`src/rtl/grf_pkg.sv`:
```
// Shared constants for the general-purpose register file and pending-write scoreboard.
// Holds default parameter values, the hard-wired zero register index and the counter
// saturation value.
package grf_pkg;

  localparam int unsigned DefDataW = 32;
  localparam int unsigned DefAddrW = 5;
  localparam int unsigned DefNumRd = 2;
  localparam int unsigned DefCntW  = 2;

  // Register 0 always reads zero and never tracks pending writes.
  localparam int unsigned ZeroReg = 0;

  // All-ones value of a pending counter: the most writes that can be in flight.
  function automatic int unsigned cnt_max(int unsigned w);
    return (1 << w) - 1;
  endfunction

  localparam int unsigned DefCntMax = (1 << DefCntW) - 1;

endpackage

```
`src/rtl/grf_scoreboard_if.sv`:
```
// Bus between the decode/writeback stages and the register file scoreboard.
//   master: drives read addresses, writeback, issue and flush; receives read data,
//           busy flags and issue ready.
//   slave : the register file itself.
interface grf_scoreboard_if #(
  parameter int unsigned DATA_W = grf_pkg::DefDataW,
  parameter int unsigned ADDR_W = grf_pkg::DefAddrW,
  parameter int unsigned NUM_RD = grf_pkg::DefNumRd
);

  logic [NUM_RD*ADDR_W-1:0] rd_addr;
  logic [NUM_RD*DATA_W-1:0] rd_data;
  logic [NUM_RD-1:0]        rd_busy;
  logic                     wr_en;
  logic [ADDR_W-1:0]        wr_addr;
  logic [DATA_W-1:0]        wr_data;
  logic [31:0]              wr_pc;
  logic                     iss_valid;
  logic [ADDR_W-1:0]        iss_addr;
  logic                     iss_ready;
  logic                     flush;

  modport master (
    output rd_addr, wr_en, wr_addr, wr_data, wr_pc, iss_valid, iss_addr, flush,
    input  rd_data, rd_busy, iss_ready
  );

  modport slave (
    input  rd_addr, wr_en, wr_addr, wr_data, wr_pc, iss_valid, iss_addr, flush,
    output rd_data, rd_busy, iss_ready
  );

endinterface

```
`src/rtl/grf_pend_ctr.sv`:
```
// Saturating up/down counter of in-flight writes to one register.
// Ports:
//   clk   - clock
//   reset - asynchronous active-low reset
//   inc   - accepted issue to this register
//   dec   - writeback to this register; ignored when the count is already zero
//   clr   - synchronous clear, overrides inc/dec
//   count - current pending count
//   busy  - count is non-zero
//   full  - count is saturated (all ones)
module grf_pend_ctr import grf_pkg::*; #(
  parameter int unsigned CNT_W = DefCntW
) (
  input  logic             clk,
  input  logic             reset,
  input  logic             inc,
  input  logic             dec,
  input  logic             clr,
  output logic [CNT_W-1:0] count,
  output logic             busy,
  output logic             full
);

  localparam logic [CNT_W-1:0] CntMax = CNT_W'(cnt_max(CNT_W));

  logic [CNT_W-1:0] cnt_q, cnt_d;
  logic             dec_eff, inc_eff;

  always_comb begin
    dec_eff = dec && (cnt_q != '0);
    // An issue against a full counter only lands when a writeback frees a slot.
    inc_eff = inc && ((cnt_q != CntMax) || dec_eff);
    cnt_d   = cnt_q;
    if (clr) begin
      cnt_d = '0;
    end else if (inc_eff && !dec_eff) begin
      cnt_d = cnt_q + CNT_W'(1);
    end else if (dec_eff && !inc_eff) begin
      cnt_d = cnt_q - CNT_W'(1);
    end
  end

  always_ff @(posedge clk or negedge reset) begin
    if (!reset) begin
      cnt_q <= '0;
    end else begin
      cnt_q <= cnt_d;
    end
  end

  assign count = cnt_q;
  assign busy  = (cnt_q != '0);
  assign full  = (cnt_q == CntMax);

endmodule

```
`src/rtl/grf_scoreboard.sv`:
```
// Register file with NUM_RD combinational read ports, one write port with write-to-read
// bypass, and a per-register pending-write counter used by decode for RAW hazard checks.
// Ports:
//   clk   - clock
//   reset - asynchronous active-low reset; while low all reads, busy flags and
//           iss_ready are forced to 0
//   bus   - grf_scoreboard_if slave: read ports, writeback, issue, flush
// Optional feature: define GRF_TRACE_EN to print a writeback trace line per write.
module grf_scoreboard import grf_pkg::*; #(
  parameter int unsigned DATA_W = DefDataW,
  parameter int unsigned ADDR_W = DefAddrW,
  parameter int unsigned NUM_RD = DefNumRd,
  parameter int unsigned CNT_W  = DefCntW
) (
  input logic             clk,
  input logic             reset,
  grf_scoreboard_if.slave bus
);

  localparam int unsigned       Depth = 1 << ADDR_W;
  localparam logic [ADDR_W-1:0] Zero  = ADDR_W'(ZeroReg);

  logic [DATA_W-1:0]             regs_q [Depth];
  logic [Depth-1:0][CNT_W-1:0]   cnt_v;
  logic [Depth-1:0]              busy_v;
  logic [Depth-1:0]              full_v;
  logic                          iss_wr_hit;
  logic                          iss_acc;

  // Register array; register 0 is never written.
  always_ff @(posedge clk or negedge reset) begin
    if (!reset) begin
      for (int i = 0; i < Depth; i++) begin
        regs_q[i] <= '0;
      end
    end else if (bus.wr_en && (bus.wr_addr != Zero)) begin
      regs_q[bus.wr_addr] <= bus.wr_data;
    end
  end

  // Issue is refused only when the counter is saturated and no writeback frees a slot.
  assign iss_wr_hit    = bus.wr_en && (bus.wr_addr == bus.iss_addr);
  assign bus.iss_ready = reset && ((bus.iss_addr == Zero) || !full_v[bus.iss_addr] ||
                                   iss_wr_hit);
  assign iss_acc       = bus.iss_valid && bus.iss_ready;

  assign cnt_v[0]  = '0;
  assign busy_v[0] = 1'b0;
  assign full_v[0] = 1'b0;

  for (genvar i = 1; i < Depth; i++) begin : g_ctr
    grf_pend_ctr #(
      .CNT_W (CNT_W)
    ) u_ctr (
      .clk   (clk),
      .reset (reset),
      .inc   (iss_acc && (bus.iss_addr == ADDR_W'(i))),
      .dec   (bus.wr_en && (bus.wr_addr == ADDR_W'(i))),
      .clr   (bus.flush),
      .count (cnt_v[i]),
      .busy  (busy_v[i]),
      .full  (full_v[i])
    );
  end

  for (genvar k = 0; k < NUM_RD; k++) begin : g_rd
    logic [ADDR_W-1:0] addr;
    logic              hit;

    assign addr = bus.rd_addr[k*ADDR_W +: ADDR_W];
    assign hit  = bus.wr_en && (bus.wr_addr == addr);

    assign bus.rd_data[k*DATA_W +: DATA_W] = (!reset || (addr == Zero)) ? '0 :
                                             hit ? bus.wr_data : regs_q[addr];
    // A writeback retiring the last pending write clears busy in the same cycle.
    assign bus.rd_busy[k] = reset && busy_v[addr] && !(hit && (cnt_v[addr] == CNT_W'(1)));
  end

`ifdef GRF_TRACE_EN
  // Includes writes to register 0 so the log matches the reference trace.
  always_ff @(posedge clk) begin
    if (reset && bus.wr_en) begin
      $display("@%h: $%d <= %h", bus.wr_pc, bus.wr_addr, bus.wr_data);
    end
  end
`else
  logic unused_wr_pc;
  assign unused_wr_pc = ^bus.wr_pc;
`endif

endmodule
```
`src/flat_wrapper.sv`:
```
// flat-port wrapper written by rule: the top's interface ports become plain ports
module grf_scoreboard_flat import grf_pkg::*;
#(
  parameter int unsigned DATA_W = DefDataW,
  parameter int unsigned ADDR_W = DefAddrW,
  parameter int unsigned NUM_RD = DefNumRd,
  parameter int unsigned CNT_W  = DefCntW
)
  (clk, reset, bus_rd_addr, bus_wr_en, bus_wr_addr, bus_wr_data, bus_wr_pc, bus_iss_valid, bus_iss_addr, bus_flush, bus_rd_data, bus_rd_busy, bus_iss_ready);
  grf_scoreboard_if #(.DATA_W(DATA_W), .ADDR_W(ADDR_W), .NUM_RD(NUM_RD)) bus_i ();
  input logic clk;
  input logic reset;
  input wire logic [$bits(bus_i.rd_addr)-1:0] bus_rd_addr;
  input wire logic [$bits(bus_i.wr_en)-1:0] bus_wr_en;
  input wire logic [$bits(bus_i.wr_addr)-1:0] bus_wr_addr;
  input wire logic [$bits(bus_i.wr_data)-1:0] bus_wr_data;
  input wire logic [$bits(bus_i.wr_pc)-1:0] bus_wr_pc;
  input wire logic [$bits(bus_i.iss_valid)-1:0] bus_iss_valid;
  input wire logic [$bits(bus_i.iss_addr)-1:0] bus_iss_addr;
  input wire logic [$bits(bus_i.flush)-1:0] bus_flush;
  output wire logic [$bits(bus_i.rd_data)-1:0] bus_rd_data;
  output wire logic [$bits(bus_i.rd_busy)-1:0] bus_rd_busy;
  output wire logic [$bits(bus_i.iss_ready)-1:0] bus_iss_ready;
  assign bus_i.rd_addr = bus_rd_addr;
  assign bus_i.wr_en = bus_wr_en;
  assign bus_i.wr_addr = bus_wr_addr;
  assign bus_i.wr_data = bus_wr_data;
  assign bus_i.wr_pc = bus_wr_pc;
  assign bus_i.iss_valid = bus_iss_valid;
  assign bus_i.iss_addr = bus_iss_addr;
  assign bus_i.flush = bus_flush;
  assign bus_rd_data = bus_i.rd_data;
  assign bus_rd_busy = bus_i.rd_busy;
  assign bus_iss_ready = bus_i.iss_ready;
  grf_scoreboard #(.DATA_W(DATA_W), .ADDR_W(ADDR_W), .NUM_RD(NUM_RD), .CNT_W(CNT_W)) u_core (.clk(clk), .reset(reset), .bus(bus_i));
endmodule
```
`config.mk`:
```
export PLATFORM = sky130hd
export DESIGN_NAME = grf_scoreboard_flat
export DESIGN_NICKNAME = d
export VERILOG_FILES = /design/src/rtl/grf_pkg.sv /design/src/rtl/grf_scoreboard_if.sv /design/src/rtl/grf_pend_ctr.sv /design/src/rtl/grf_scoreboard.sv /design/src/flat_wrapper.sv
export SDC_FILE = /design/constraint.sdc
export NUM_CORES = 2
export LEC_CHECK = 0
export BUFFER_PORTS_ARGS = -buffer_cell sky130_fd_sc_hd__buf_4
export CAP_MARGIN = 20
export CORE_ASPECT_RATIO = 0.9
export CORE_UTILIZATION = 62
export DETAILED_ROUTE_END_ITERATION = 6
export GPL_ROUTABILITY_DRIVEN = 0
export PLACE_DENSITY = 0.79
export SLEW_MARGIN = 20
export SYNTH_ARGS = -nofsm -noshare
export SYNTH_HDL_FRONTEND = slang
export SYNTH_SLANG_ARGS = --single-unit
```
`constraint.sdc`:
```
create_clock -name clk -period 3.55 [get_ports clk]
set_input_delay 0.5325 -clock clk [delete_from_list [all_inputs] [get_ports clk]]
set_output_delay 0.5325 -clock clk [all_outputs]
set_load 0.01 [all_outputs]
```
==> impl_metrics.json <==
{
  "routed_via_density": 7.16,
  "slew_viol_final": 0,
  "placedCellCount": 6328,
  "fin_crit_sh_pct": 101,
  "ant_nets": 0,
  "ys_types": 56,
  "drc_errors": 0,
  "overflow": 0,
  "synth_seq_cells": 1086,
  "yosysWarnings": 0,
  "antenna_found_initial": 4,
  "hold_path_end": "u_core.regs_q[22]$_DFFE_PN0P_",
  "dp_hpwl_mm": 116,
  "path_max_fanout": 18,
  "post-route-min-period_ns": 3.58,
  "cts_buffers": 110,
  "seq_area_frac_synth_pct": 44.8,
  "cts_sinks": 1086,
  "fin_ws_ns": -0.0289,
  "r2r_cells": 7,
  "r2r-start": "u_core.g_ctr[27].u_ctr.count[0]$_DFFE_PN0P_",
  "drive_above_1_share_pct": 34.5,
  "violations": "setup timing",
  "min-delay-start": "bus_wr_data[22]",
  "hold-path-cell-count": 3,
  "rsz0062_at_grt": "yes",
  "first_pass_iters": 7,
  "place_ws_ns": 0.211,
  "routedWlPerCell_um": 29.5,
  "io_pins": 156,
  "rows": 108,
  "io_buffers": 123,
  "leakage_nw": 30.4,
  "cellPowerDensity_nw_per_um2": 529,
  "crit_type": "in -> out",
  "nets": 5265,
  "finalSetupViolCount": 1,
  "track_usage_pct": 39.4,
  "clk_pin_slew_worst_paths_ns": 0.06,
  "crit_arrival_ns": 3.05,
  "syn_area_um2": 60700,
  "grt_pass1_wl_mm": 290,
  "synth_edf_count": 0,
  "worstHoldPathType": "in -> reg",
  "wl_mm": 193,
  "synth_top_cell_area_share_pct": 44.8,
  "grt_max_degree": 187,
  "slowest_delay_ns": 0.61,
  "clockBufferDepth": 3,
  "path_cells": "buf_8 -> buf_12 -> xor2_1 -> nor4_1 -> nand3_1 -> buf_4 -> nand2b_2 -> buf_12 -> o31ai_1 -> buf_4 -> buf_4",
  "yosys.area.top_type": "dfrtp_1",
  "r2r-end": "u_core.g_ctr[14].u_ctr.count[0]$_DFFE_PN0P_",
  "final_cells": 6536,
  "critical_path.most_common_cell": "buf_4",
  "startpoint_type": "input port",
  "synthFlopType": "dfrtp_1",
  "worstMarginPinSlew_ns": 0.975,
  "fmax_mhz": 279,
  "start_util_pct": 62.7,
  "drt_iter0_markers": 6585,
  "die-height_um": 299,
  "clk_latency_ns": 0.71,
  "htreeDepth": 3,
  "via_count": 46800,
  "dieWidth_um": 332,
  "finalHoldViolCount": 0,
  "synth_area_per_cell_um2": 11.6,
  "cp_slowest_cell": "o31ai_1",
  "reg2reg_slack_ns": 1.00,
  "vdd_drop_max_uv": 476,
  "status": "complete, but fails checks",
  "synth_nets": 5332,
  "first_global_vias": 47300,
  "synthCells": 5243,
  "finClkSkew_ns": 0.0133,
  "max_slew_margin_pct": 35.0,
  "area_growth_syn_to_layout_pct": 11.2,
  "required_ns": 3.02,
  "ys_top_cells_by_area": "dfrtp_1 45%, mux4_2 22%, mux2_2 12%",
  "cts_setup_buffers": 0,
  "clockRootBuffer": "clkbuf_16",
  "final.setup.tns_ns": -0.0289,
  "cts_tree": "built",
  "cap_violations": 0,
  "async_reset_ff_share_pct": 100,
  "endpoint_kind": "output pin",
  "die-area_um2": 99200,
  "core_um2": 96800
}
==> per-stage QoR <==
step	utilization (%)	cell area, um2	hold slack (ns)	power [W]
floorplan	-	60700	0.237	0.0212
global placement	65.9	63700	0.376	0.0230
detailed placement	65.9	63700	0.383	0.0235
CTS	69.7	67500	0.173	0.0355
global route	69.8	67500	0.211	0.0369
finish	69.8	67500	0.198	0.0357
==> flip-flops by register name, summed over array words and instances (netlist names) <==
| register | flops |
|---|---|
| u_core.regs_q | 1024 |
| u_core.g_ctr.u_ctr.count | 62 |
==> worst max path at each step <==
stage	from	endpoint	slack [ns]	cells after the start
6_report	bus_rd_addr[0]	bus_rd_data[17]	-0.03	11
5_1_grt	u_core.g_ctr[14].u_ctr.count[1]$_DFFE_PN0P_	bus_rd_busy[1]	0.002	8
4_1_cts	u_core.g_ctr[14].u_ctr.count[0]$_DFFE_PN0P_	bus_rd_busy[1]	0.02	8
3_5_place_dp	bus_rd_addr[0]	bus_rd_data[17]	0.21	11
2_1_floorplan	bus_rd_addr[5]	bus_rd_data[38]	0.54	8
3_3_place_gp	bus_rd_addr[0]	bus_rd_data[17]	0.19	11
==> placed cells by master (no fill, tap or decap), types with 23 or more instances in the layout <==
| cell | Yosys | routed |
|---|---|---|
| clkbuf_1 | 400 | 25 |
| mux2_2 | 640 | 640 |
| buf_12 | 0 | 57 |
| o22ai_1 | 60 | 60 |
| dfrtp_1 | 1086 | 1082 |
| clkbuf_16 | 0 | 111 |
| mux4_2 | 598 | 598 |
| a21oi_1 | 94 | 94 |
| o31ai_1 | 59 | 58 |
| a211oi_1 | 35 | 35 |
| nor2_1 | 258 | 248 |
| nor3_1 | 27 | 26 |
| nand2_2 | 0 | 23 |
| o21ai_0 | 38 | 38 |
| nand2_1 | 1503 | 1480 |
| nor2b_1 | 96 | 91 |
| nand3_1 | 51 | 44 |
| clkbuf_8 | 0 | 31 |
| buf_4 | 8 | 276 |
==> kinds of logic (layout without fill, tap and decap cells) <==
kind of cell,after synthesis,after routing,synth area share [%]
AOI/OAI and AO/OA,349,349,3.76
DFF,1086,1086,44.8
xor gates and xnor gates,15,15,0.216
and+or+nand+nor,2013,2013,13.4
other,0,6,0
muxes,1253,1253,34.3
buffers and inverters,527,549,3.49
==> power by group <==
group,internal [W],switching [W],total [W]
clock,0.00691,0.00515,0.0121
sequential,0.0146,0.00168,0.0162
combinational,0.00419,0.00320,0.00739
==> cells in the mapped netlist (all sizes together), types with 3 or more instances <==
library cell / count
nand2: 1503
nand3: 51
xnor2: 3
clkbuf: 400
a221oi: 11
o211ai: 8
nor4bb: 3
mux4: 598
mux2i: 15
mux2: 640
a211o: 5
nor2: 258
dfrtp: 1086
o311a: 3
a211oi: 35
o21ai: 39
o211a: 8
and2: 6
nand3b: 10
a311oi: 3
and3: 13
o221ai: 3
nor2b: 96
o31ai: 59
nor3: 27
nand4b: 7
o32ai: 3
xor2: 12
or2: 3
inv: 8
nand4: 14
nor4b: 3
nor4: 3
a21oi: 94
nand2b: 9
o311ai: 3
o22ai: 60
nor3b: 3
buf: 119
a31oi: 4
==> timing repair <==
action	4_1_cts	5_1_grt
hold buffers	1	0
endpoints found under the hold margin	24	0
resized for setup	0	7
setup endpoints to repair	0	2
==> routing by layer <==
metal	global-route usage (%)	up-vias	part of all wire, %	wire length, um
met5	0	-	0.0093	18
met4	23.9	4	6.7	13000
met3	12.4	878	14	27000
met2	57.6	3646	44	85600
met1	52.2	23600	35	67300
li1	-	18600	-	-
==> final cells by class <==
class                           instances  area, um2
Inverter                                8       35.0
Multi-Input combinational cell       3630      31600
Clock buffer                          167       3300
Clock inverter                         34        432
Timing Repair Buffer                  340       3310
Tap cell                             1265       1580
Sequential cell                      1086      27200
Antenna cell                            6       15.0
Fill cell                            6427      29300
==> worst max-delay path: cells and delay by family <==
family / cells / cell delay [ns]
buffers and inverters: 6 / 1.30
AO/OA/AOI/OAI: 1 / 0.61
AND/OR/NAND/NOR: 3 / 0.41
XOR/XNOR: 1 / 0.16
No activity file was read; power rests on OpenSTA's default activity.
